[src/rtl/uart_sniff_pkg.sv]
// Shared types for the UART console sniffer: FSM state encoding and byte width.
package uart_sniff_pkg;

    localparam int BYTE_W = 8;

    typedef enum logic [2:0] {
        IDLE,
        START,
        DATA,
        PARITY,
        STOP,
        WAIT_IDLE
    } state_t;

endpackage

[src/rtl/sniff_fifo.sv]
// First-word fall-through byte FIFO with occupancy count and sticky overflow flag.
module sniff_fifo
    import uart_sniff_pkg::*;
#(
    parameter  int DEPTH = 16,
    localparam int PTR_W = $clog2(DEPTH),
    localparam int CNT_W = PTR_W + 1
) (
    input  logic              clk,
    input  logic              rst,
    input  logic              push,
    input  logic [BYTE_W-1:0] push_data,
    input  logic              pop_req,
    output logic [BYTE_W-1:0] rd_data,
    output logic              valid,
    output logic [CNT_W-1:0]  cnt,
    output logic              overflow
);

    logic [BYTE_W-1:0] mem_q [DEPTH];
    logic [BYTE_W-1:0] mem_d [DEPTH];
    logic [PTR_W-1:0]  wr_ptr_q, wr_ptr_d;
    logic [PTR_W-1:0]  rd_ptr_q, rd_ptr_d;
    logic [CNT_W-1:0]  cnt_q, cnt_d;
    logic              ovf_q, ovf_d;
    logic              full, empty, pop, wr;

    always_comb begin
        full     = (cnt_q == CNT_W'(DEPTH));
        empty    = (cnt_q == '0);
        pop      = pop_req && !empty;
        // A push into a full FIFO still lands if the head leaves in the same cycle.
        wr       = push && (!full || pop);
        mem_d    = mem_q;
        wr_ptr_d = wr_ptr_q;
        rd_ptr_d = rd_ptr_q;
        cnt_d    = cnt_q;
        ovf_d    = ovf_q | (push && !wr);
        if (wr) begin
            mem_d[wr_ptr_q] = push_data;
            wr_ptr_d        = wr_ptr_q + PTR_W'(1);
        end
        if (pop) begin
            rd_ptr_d = rd_ptr_q + PTR_W'(1);
        end
        case ({wr, pop})
            2'b10:   cnt_d = cnt_q + CNT_W'(1);
            2'b01:   cnt_d = cnt_q - CNT_W'(1);
            default: cnt_d = cnt_q;
        endcase
    end

    always_ff @(posedge clk) begin
        mem_q <= mem_d;
    end

    always_ff @(posedge clk) begin
        if (rst) begin
            wr_ptr_q <= '0;
            rd_ptr_q <= '0;
            cnt_q    <= '0;
            ovf_q    <= 1'b0;
        end else begin
            wr_ptr_q <= wr_ptr_d;
            rd_ptr_q <= rd_ptr_d;
            cnt_q    <= cnt_d;
            ovf_q    <= ovf_d;
        end
    end

    assign rd_data  = empty ? '0 : mem_q[rd_ptr_q];
    assign valid    = !empty;
    assign cnt      = cnt_q;
    assign overflow = ovf_q;

endmodule

[src/rtl/uart_rx_sniffer.sv]
// UART receiver tap on the console TX line, buffering decoded bytes in a FWFT FIFO.
// Define UART_SNIFF_PARITY_EN for 8E1 framing with a parity_err pulse output.
//
// state     | meaning
// IDLE      | line idle, waiting for a falling edge
// START     | timing to the start-bit centre, rejecting glitches
// DATA      | sampling 8 data bits LSB first at bit centres
// PARITY    | sampling the even-parity bit (parity build only)
// STOP      | sampling the stop bit, pushing the byte if valid
// WAIT_IDLE | bad stop bit seen; waiting for the line to return high
module uart_rx_sniffer
    import uart_sniff_pkg::*;
#(
    parameter int CLK_DIV    = 868,
    parameter int FIFO_DEPTH = 16
) (
    input  logic                        clk,
    input  logic                        rst,
    input  logic                        rxd,
    output logic [BYTE_W-1:0]           rx_data,
    output logic                        rx_valid,
    input  logic                        rx_ready,
    output logic [$clog2(FIFO_DEPTH):0] fifo_cnt,
    output logic                        busy,
    output logic                        frame_err,
`ifdef UART_SNIFF_PARITY_EN
    output logic                        parity_err,
`endif
    output logic                        overflow
);

    localparam int             CNT_W  = $clog2(CLK_DIV);
    localparam logic [CNT_W-1:0] TICK_V = CNT_W'(CLK_DIV - 1);
    localparam logic [CNT_W-1:0] HALF_V = CNT_W'(CLK_DIV / 2 - 1);

    state_t            state_q, state_d;
    logic [CNT_W-1:0]  cnt_q, cnt_d;
    logic [2:0]        bit_idx_q, bit_idx_d;
    logic [BYTE_W-1:0] shreg_q, shreg_d;
    logic              rxd_meta_q, rxd_s_q;
    logic              frame_err_q, frame_err_d;
    logic              tick, push;
`ifdef UART_SNIFF_PARITY_EN
    logic              par_bad_q, par_bad_d;
    logic              parity_err_q, parity_err_d;
`endif

    always_comb begin
        tick        = (cnt_q == TICK_V);
        state_d     = state_q;
        cnt_d       = cnt_q + CNT_W'(1);
        bit_idx_d   = bit_idx_q;
        shreg_d     = shreg_q;
        frame_err_d = 1'b0;
        push        = 1'b0;
`ifdef UART_SNIFF_PARITY_EN
        par_bad_d    = par_bad_q;
        parity_err_d = 1'b0;
`endif
        case (state_q)
            IDLE: if (!rxd_s_q) state_d = START;
            START: begin
                if (cnt_q == HALF_V) begin
                    state_d   = rxd_s_q ? IDLE : DATA;
                    bit_idx_d = '0;
                end
            end
            DATA: begin
                if (tick) begin
                    shreg_d[bit_idx_q] = rxd_s_q;
                    bit_idx_d          = bit_idx_q + 3'd1;
                    if (bit_idx_q == 3'd7) begin
`ifdef UART_SNIFF_PARITY_EN
                        state_d = PARITY;
`else
                        state_d = STOP;
`endif
                    end
                end
            end
`ifdef UART_SNIFF_PARITY_EN
            PARITY: begin
                if (tick) begin
                    par_bad_d    = (rxd_s_q != ^shreg_q);
                    parity_err_d = par_bad_d;
                    state_d      = STOP;
                end
            end
`endif
            STOP: begin
                if (tick) begin
                    if (rxd_s_q) begin
`ifdef UART_SNIFF_PARITY_EN
                        push = !par_bad_q;
`else
                        push = 1'b1;
`endif
                        state_d = IDLE;
                    end else begin
                        frame_err_d = 1'b1;
                        state_d     = WAIT_IDLE;
                    end
                end
            end
            WAIT_IDLE: if (rxd_s_q) state_d = IDLE;
            default:   state_d = IDLE;
        endcase
        // Restart the bit timer on every state entry and on each bit boundary.
        if (state_d != state_q || tick || state_q == IDLE) cnt_d = '0;
    end

    always_ff @(posedge clk) begin
        if (rst) begin
            state_q     <= IDLE;
            cnt_q       <= '0;
            bit_idx_q   <= '0;
            shreg_q     <= '0;
            rxd_meta_q  <= 1'b1;
            rxd_s_q     <= 1'b1;
            frame_err_q <= 1'b0;
`ifdef UART_SNIFF_PARITY_EN
            par_bad_q    <= 1'b0;
            parity_err_q <= 1'b0;
`endif
        end else begin
            state_q     <= state_d;
            cnt_q       <= cnt_d;
            bit_idx_q   <= bit_idx_d;
            shreg_q     <= shreg_d;
            rxd_meta_q  <= rxd;
            rxd_s_q     <= rxd_meta_q;
            frame_err_q <= frame_err_d;
`ifdef UART_SNIFF_PARITY_EN
            par_bad_q    <= par_bad_d;
            parity_err_q <= parity_err_d;
`endif
        end
    end

    sniff_fifo #(.DEPTH(FIFO_DEPTH)) u_fifo (
        .clk       (clk),
        .rst       (rst),
        .push      (push),
        .push_data (shreg_q),
        .pop_req   (rx_ready),
        .rd_data   (rx_data),
        .valid     (rx_valid),
        .cnt       (fifo_cnt),
        .overflow  (overflow)
    );

    assign busy      = (state_q != IDLE);
    assign frame_err = frame_err_q;
`ifdef UART_SNIFF_PARITY_EN
    assign parity_err = parity_err_q;
`endif

endmodule

[config.mk]
export PLATFORM = sky130hd
export DESIGN_NAME = uart_rx_sniffer
export DESIGN_NICKNAME = d
export VERILOG_FILES = /design/src/rtl/uart_sniff_pkg.sv /design/src/rtl/sniff_fifo.sv /design/src/rtl/uart_rx_sniffer.sv
export SDC_FILE = /design/constraint.sdc
export NUM_CORES = 1
export LEC_CHECK = 0
export ABC_AREA = 0
export ABC_CLOCK_PERIOD_IN_PS = 8200
export CAP_MARGIN = 20
export CORE_MARGIN = 4
export CORE_UTILIZATION = 35
export CTS_CLUSTER_SIZE = 20
export DETAILED_ROUTE_END_ITERATION = 12
export PLACE_DENSITY = 0.55
export SETUP_SLACK_MARGIN = 0.1
export SLEW_MARGIN = 20
export SYNTH_ARGS = -nofsm -noshare
export SYNTH_HDL_FRONTEND = slang
export SYNTH_HIERARCHICAL = 1
export SYNTH_SLANG_ARGS = --single-unit
[constraint.sdc]
create_clock -name clk -period 8.2 [get_ports clk]
set_clock_uncertainty 0.05 [all_clocks]
set_input_delay 2.05 -clock clk [delete_from_list [all_inputs] [get_ports clk]]
set_output_delay 2.05 -clock clk [all_outputs]
set_load 0.005 [all_outputs]
==> out/results.txt, run 1 <==
status - completed
most common cell after layout, fill and taps aside - edfxtp_1
final setup violation count - 0
Worst setup EP type - output port
Area Growth Syn to Fin - 15.3%
Post-synth EDFFs - 128
CTS tree - done
worst vdd ir - 0.136 mV
Yosys top cell area share - 52.8%
DRC - 0
Slew @ Worst Pin - 947 ps
Critical Path AT - 3020 ps
Site Rows - 52
Total GRT Usage - 13.3%
drt pass-1 iters - 4
# clock sinks - 169
Vias - 4038
Mean Syn Cell Area - 15.1 sq um
Final period util - 62.4%
clock insertion delay at the later pin of the skew report - 420 ps
Final Hold Fails - 0
number of warnings issued by yosys - 6
mapped cell area - 7280 sq um
core area - 20400 sq um
post-route cell area - 8400 sq um
top_reg_cell synth - edfxtp_1
post-synthesis register bit count - 169
placed cell area - 7750 sq um
Max clock buf depth - 2
aggregate global routing overflow - 0
critical path class - reg2out
Critical Path RT - 6100 ps
NumNets Final - 519
vias in the first global route - 4202
n_diodes - 0
RePlAce Congestion - 0.726
Die X - 152 um
ys async rst share - 0%
I/O Buffers - 20
top area cells in the synthesized netlist - edfxtp_1 53%, dfxtp_1 11%, mux4_2 9.9%
filler cell count - 1815
fmax - 0.195 GHz
fin. max-slew vios - 0
Post-CTS Setup Bufs - 0
DP Wirelength - 9310 um
post-synthesis sequential area ratio - 64.0%
routed wire length - 14800 um
layout cells sized above 1 - 18.1%
Pwr Density - 253 nW/um^2
die area - 23200 sq um
die span in y - 152 um
commonest non-fill, non-tap cells in the layout - 128 x edfxtp_1, 39 x dfxtp_1, 32 x mux4_2
first-pass GRT wire length - 23900 um
post-route antenna net violation count - 0
Reg clk slew, reported paths - 70 ps
post-route setup TNS - 0 ps
critical path peak fanout - 35
cell accounting for the most synthesized area - edfxtp_1
Cells after Synth - 482
Num CTS Buffers - 17
Relative slew margins - 36.6%
initial antenna violation count - 0
Clock Root Buffer - clkbuf_16
Via-to-Cell Ratio - 5.14
Hold WC Path Type - reg2reg
Gates resized, CTS repair - 0
min cycle time layout - 5120 ps
Leak - 3.00 nW
# IOs - 21
WL/cell - 18.8 um
H-tree Lvls - 4
CP Launch Type - flop
unrepaired setup endpoints after global routing - no
largest net degree at the start of global routing - 36
DR iter-0 viols - 231
cts hold-fix bufs - 0
initial core utilization - 35.8%
Netlist cell types - 57
maxcap violations - 0
syn_nets - 499
## worst max-delay path: stages (launching register included)
cell and delay (ps):
dfxtp_2 310, buf_4 500, mux4_2 570, nor2b_1 160, a211oi_1 380, a211oi_1 160
clkdlybuf4s50_1 520
## power breakdown
group	switching, mW	internal, mW
combinational	0.178	0.132
sequential	0.0309	0.923
clock	0.365	0.500
total	0.574	1.55
## cell type report
type	count	area, sq um	area share (%)
clock buffer	17	425	5.06
sequential	169	4670	55.6
timing repair buffer	28	260	3.10
clock inverter	15	228	2.71
inverter	11	46.3	0.551
multi-input combinational	275	2440	29.0
tap	270	338	4.02
## state kept, by name, indices dropped and copies added, names as in the netlist, 3 cells and up
name,flops
u_fifo/mem_q,128
cnt_q,10
shreg_q,8
u_fifo/cnt,5
u_fifo/rd_ptr_q,4
u_fifo/wr_ptr_q,4
bit_idx_q,3
state_q,3
## synth_stat cells, types with 5 or more instances
master and n:
a211oi_1 16, a21oi_1 7, buf_2 11, clkbuf_1 11, dfxtp_1 41, edfxtp_1 128
ha_1 13, inv_1 10, mux2i_1 20, mux4_2 32, nand2_1 30, nand2b_1 6
nand3_1 10, nor2_1 26, nor2b_1 13, nor3_1 22, o21a_1 5, or3_1 5
xnor2_1 7, xor2_1 8
## routing by layer
layer,track usage (%),vias to the layer above,part of all wire (%)
met1,17.0,2066,44
met4,3.72,0,1.1
met2,22.7,49,52
li1,-,1908,-
met3,3.10,15,2.9
met5,0,-,0
## through the flow
| step | setup WS [ps] | utilization, % | total power, mW | hold WS [ps] | cells |
|---|---|---|---|---|---|
| after CTS | 3040 | 41.3 | 2.16 | 365 | 785 |
| after global placement | 3350 | 38.0 | 1.28 | 348 | 753 |
| after detailed placement | 3270 | 38.0 | 1.29 | 352 | 753 |
| final | 3080 | 41.3 | 2.13 | 360 | 785 |
| after floorplan | 4020 | - | 1.21 | 339 | 482 |
| after global routing | 2940 | 41.3 | 2.23 | 383 | 785 |
## logic make-up after synthesis
logic type,count (synthesis),synth area share (%)
DFF,169,64.0
and+or+nand+nor,150,11.5
muxes,53,12.8
AOI/OAI and AO/OA,44,5.03
buffers and inverters,38,2.52
xor gates and xnor gates,15,1.80
adders and majority gates,13,2.23
## worst paths after layout
check | startpoint | end | slack, ps | cells past startpoint
setup / recovery | u_fifo/rd_ptr_q[1] | rx_data[2] | 3080 | 6
hold / removal | rxd_meta_q | rxd_s_q | 360 | 1
setup reg to reg | cnt_q[0] | u_fifo/cnt[4] | 4010 | 13
hold reg to reg | rxd_meta_q | rxd_s_q | 360 | 1
No activity file was read; power rests on OpenSTA's default activity.
==> run 2, diff against run 1 <==
ABC_CLOCK_PERIOD_IN_PS = 5100   (was 8200)
clock period = 5.1 ns   (was 8.2 ns; I/O delays follow)
==> out/results.txt, run 2 (same netlist as run 1, synthesis figures left out) <==
status - completed (unchanged)
most frequent CP cell - a211oi_1 (unchanged)
Largest register FFs - 128 (unchanged)
WL/cell - 18.7 um (was 18.8 um)
Slew @ Worst Pin - 1010 ps (was 947 ps)
H-tree Lvls - 4 (unchanged)
most common cell after layout, fill and taps aside - edfxtp_1 (unchanged)
Clock Root Buffer - clkbuf_16 (unchanged)
RePlAce Congestion - 0.699 (was 0.726)
core area - 20400 sq um (unchanged)
fin. max-slew vios - 0 (unchanged)
Max stage delay on crit path - 790 ps (was 570 ps)
Crit-path slowest cell - dfxtp_2 (was mux4_2)
Area Growth Syn to Fin - 13.9% (was 15.3%)
first-pass GRT wire length - 23300 um (was 23900 um)
Vias - 4033 (was 4038)
initial antenna violation count - 0 (unchanged)
DRC - 0 (unchanged)
Critical Path RT - 3770 ps (was 6100 ps)
Final period util - 84.5%
PnR worst setup slack - 792 ps (was 3080 ps)
cts hold-fix bufs - 0 (unchanged)
DR iter-0 viols - 253 (was 231)
DP Wirelength - 9400 um (was 9310 um)
critical path peak fanout - 21 (was 35)
critical path class - reg2out (unchanged)
final setup violation count - 0 (unchanged)
Post-CTS Setup Bufs - 0 (unchanged)
post-route antenna net violation count - 0 (unchanged)
Max clock buf depth - 2 (unchanged)
Relative slew margins - 32.5% (was 36.6%)
die span in y - 152 um (unchanged)
Site Rows - 52 (unchanged)
Via-to-Cell Ratio - 5.14 (about the same)
min cycle time layout - 4310 ps
# clock sinks - 169 (unchanged)
placed cells - 753 (unchanged)
# IOs - 21 (unchanged)
fmax - 0.232 GHz
routed wire length - 14700 um (was 14800 um)
filler cell count - 1825 (was 1815)
worst vdd ir - 0.250 mV (was 0.136 mV)
post-route setup TNS - 0 ps (unchanged)
Num CTS Buffers - 17 (unchanged)
NumNets Final - 519 (unchanged)
Biggest register - u_fifo/mem_q (unchanged)
I/O Buffers - 20 (unchanged)
n_diodes - 0 (unchanged)
post-route cell area - 8300 sq um (was 8400 sq um)
Gates resized, CTS repair - 0 (unchanged)
CP bufs+invs - 1 (was 2)
maxcap violations - 0 (unchanged)
CP Launch Type - flop (unchanged)
layout cells sized above 1 - 17.3% (was 18.1%)
Leak - 2.95 nW (was 3.00 nW)
fin cells - 784 (was 785)
aggregate global routing overflow - 0 (unchanged)
biggest regs - u_fifo/mem_q (128), cnt_q (10), shreg_q (8) (unchanged)
CTS tree - done (unchanged)
die area - 23200 sq um (unchanged)
Total GRT Usage - 13.2% (was 13.3%)
unrepaired setup endpoints after global routing - no (unchanged)
Reg clk slew, reported paths - 60 ps (was 70 ps)
Pwr Density - 389 nW/um^2 (was 253 nW/um^2)
post-place setup slack - 963 ps (was 3270 ps)
placed cell area - 7750 sq um (unchanged)
largest net degree at the start of global routing - 28 (was 36)
vias in the first global route - 4132 (was 4202)
Die X - 152 um (unchanged)
drt pass-1 iters - 4 (unchanged)
Worst setup EP type - output port (unchanged)
Critical Path AT - 2980 ps (was 3020 ps)
Final Hold Fails - 0 (unchanged)
clock insertion delay at the later pin of the skew report - 430 ps (was 420 ps)
delay-heaviest family, CP - flip-flops (was buffers and inverters)
Hold WC Path Type - reg2reg (unchanged)
commonest non-fill, non-tap cells in the layout - 128 x edfxtp_1, 39 x dfxtp_1, 32 x mux4_2 (unchanged)
initial core utilization - 35.8% (unchanged)
worst path cell trace - mux4_2 > nor2b_1 > a211oi_1 > a211oi_1 > clkdlybuf4s50_1 (was buf_4 > mux4_2 > nor2b_1 > a211oi_1 > a211oi_1 > clkdlybuf4s50_1)
[run 2: changes by cell type in the layout (fill, tap and decap cells not counted), moves of 2 or more]
| cell | previous run | this run |
|---|---|---|
| clkinv_1 | 0 | 3 |
| clkinv_2 | 0 | 2 |
| clkinv_4 | 2 | 4 |
| clkinv_8 | 3 | 0 |
| bufinv_16 | 3 | 1 |
| inv_8 | 4 | 1 |
[run 2: layout make-up]
cell class              count  area (sq um)  area share (%)
flip-flops and latches    169          4670            56.3
well taps                 270           338            4.07
clock inverters            14           123            1.48
inverters                  11          46.3           0.558
clock buffers              17           425            5.13
multi-input cells         275          2440            29.4
repair buffers             28           260            3.14
[run 2: worst paths after layout]
path / start / to / slack [ps] / cells past startpoint
max reg2reg: cnt_q[0] / u_fifo/cnt[4] / 1370 / 14
min reg2reg: rxd_meta_q / rxd_s_q / 360 / 1
min: rxd_meta_q / rxd_s_q / 360 / 1
max: u_fifo/rd_ptr_q[1] / rx_data[2] / 790 / 5
[run 2: report_power, final]
part	switching, mW	total (mW)	internal [mW]
combinational	0.229	0.440	0.211
sequential	0.102	1.59	1.48
clock	0.531	1.20	0.671
total	0.861	3.23	2.37
[run 2: per-layer routing]
metal,global-route usage [%],part of all wire [%],vias up,routed length [um]
li1,-,-,1904,-
met1,16.1,45,2063,6600
met2,22.6,51,45,7500
met3,2.93,2.1,21,303
met4,5.44,2.1,0,303
met5,0,0,-,0
[run 2: through the flow]
stage	power, mW	utilization (%)	hold WS [ps]
2_1_floorplan	1.95	-	339
3_3_place_gp	2.06	38.0	349
3_5_place_dp	2.07	38.0	344
4_1_cts	3.28	40.7	362
5_1_grt	3.39	40.7	384
6_report	3.23	40.7	359
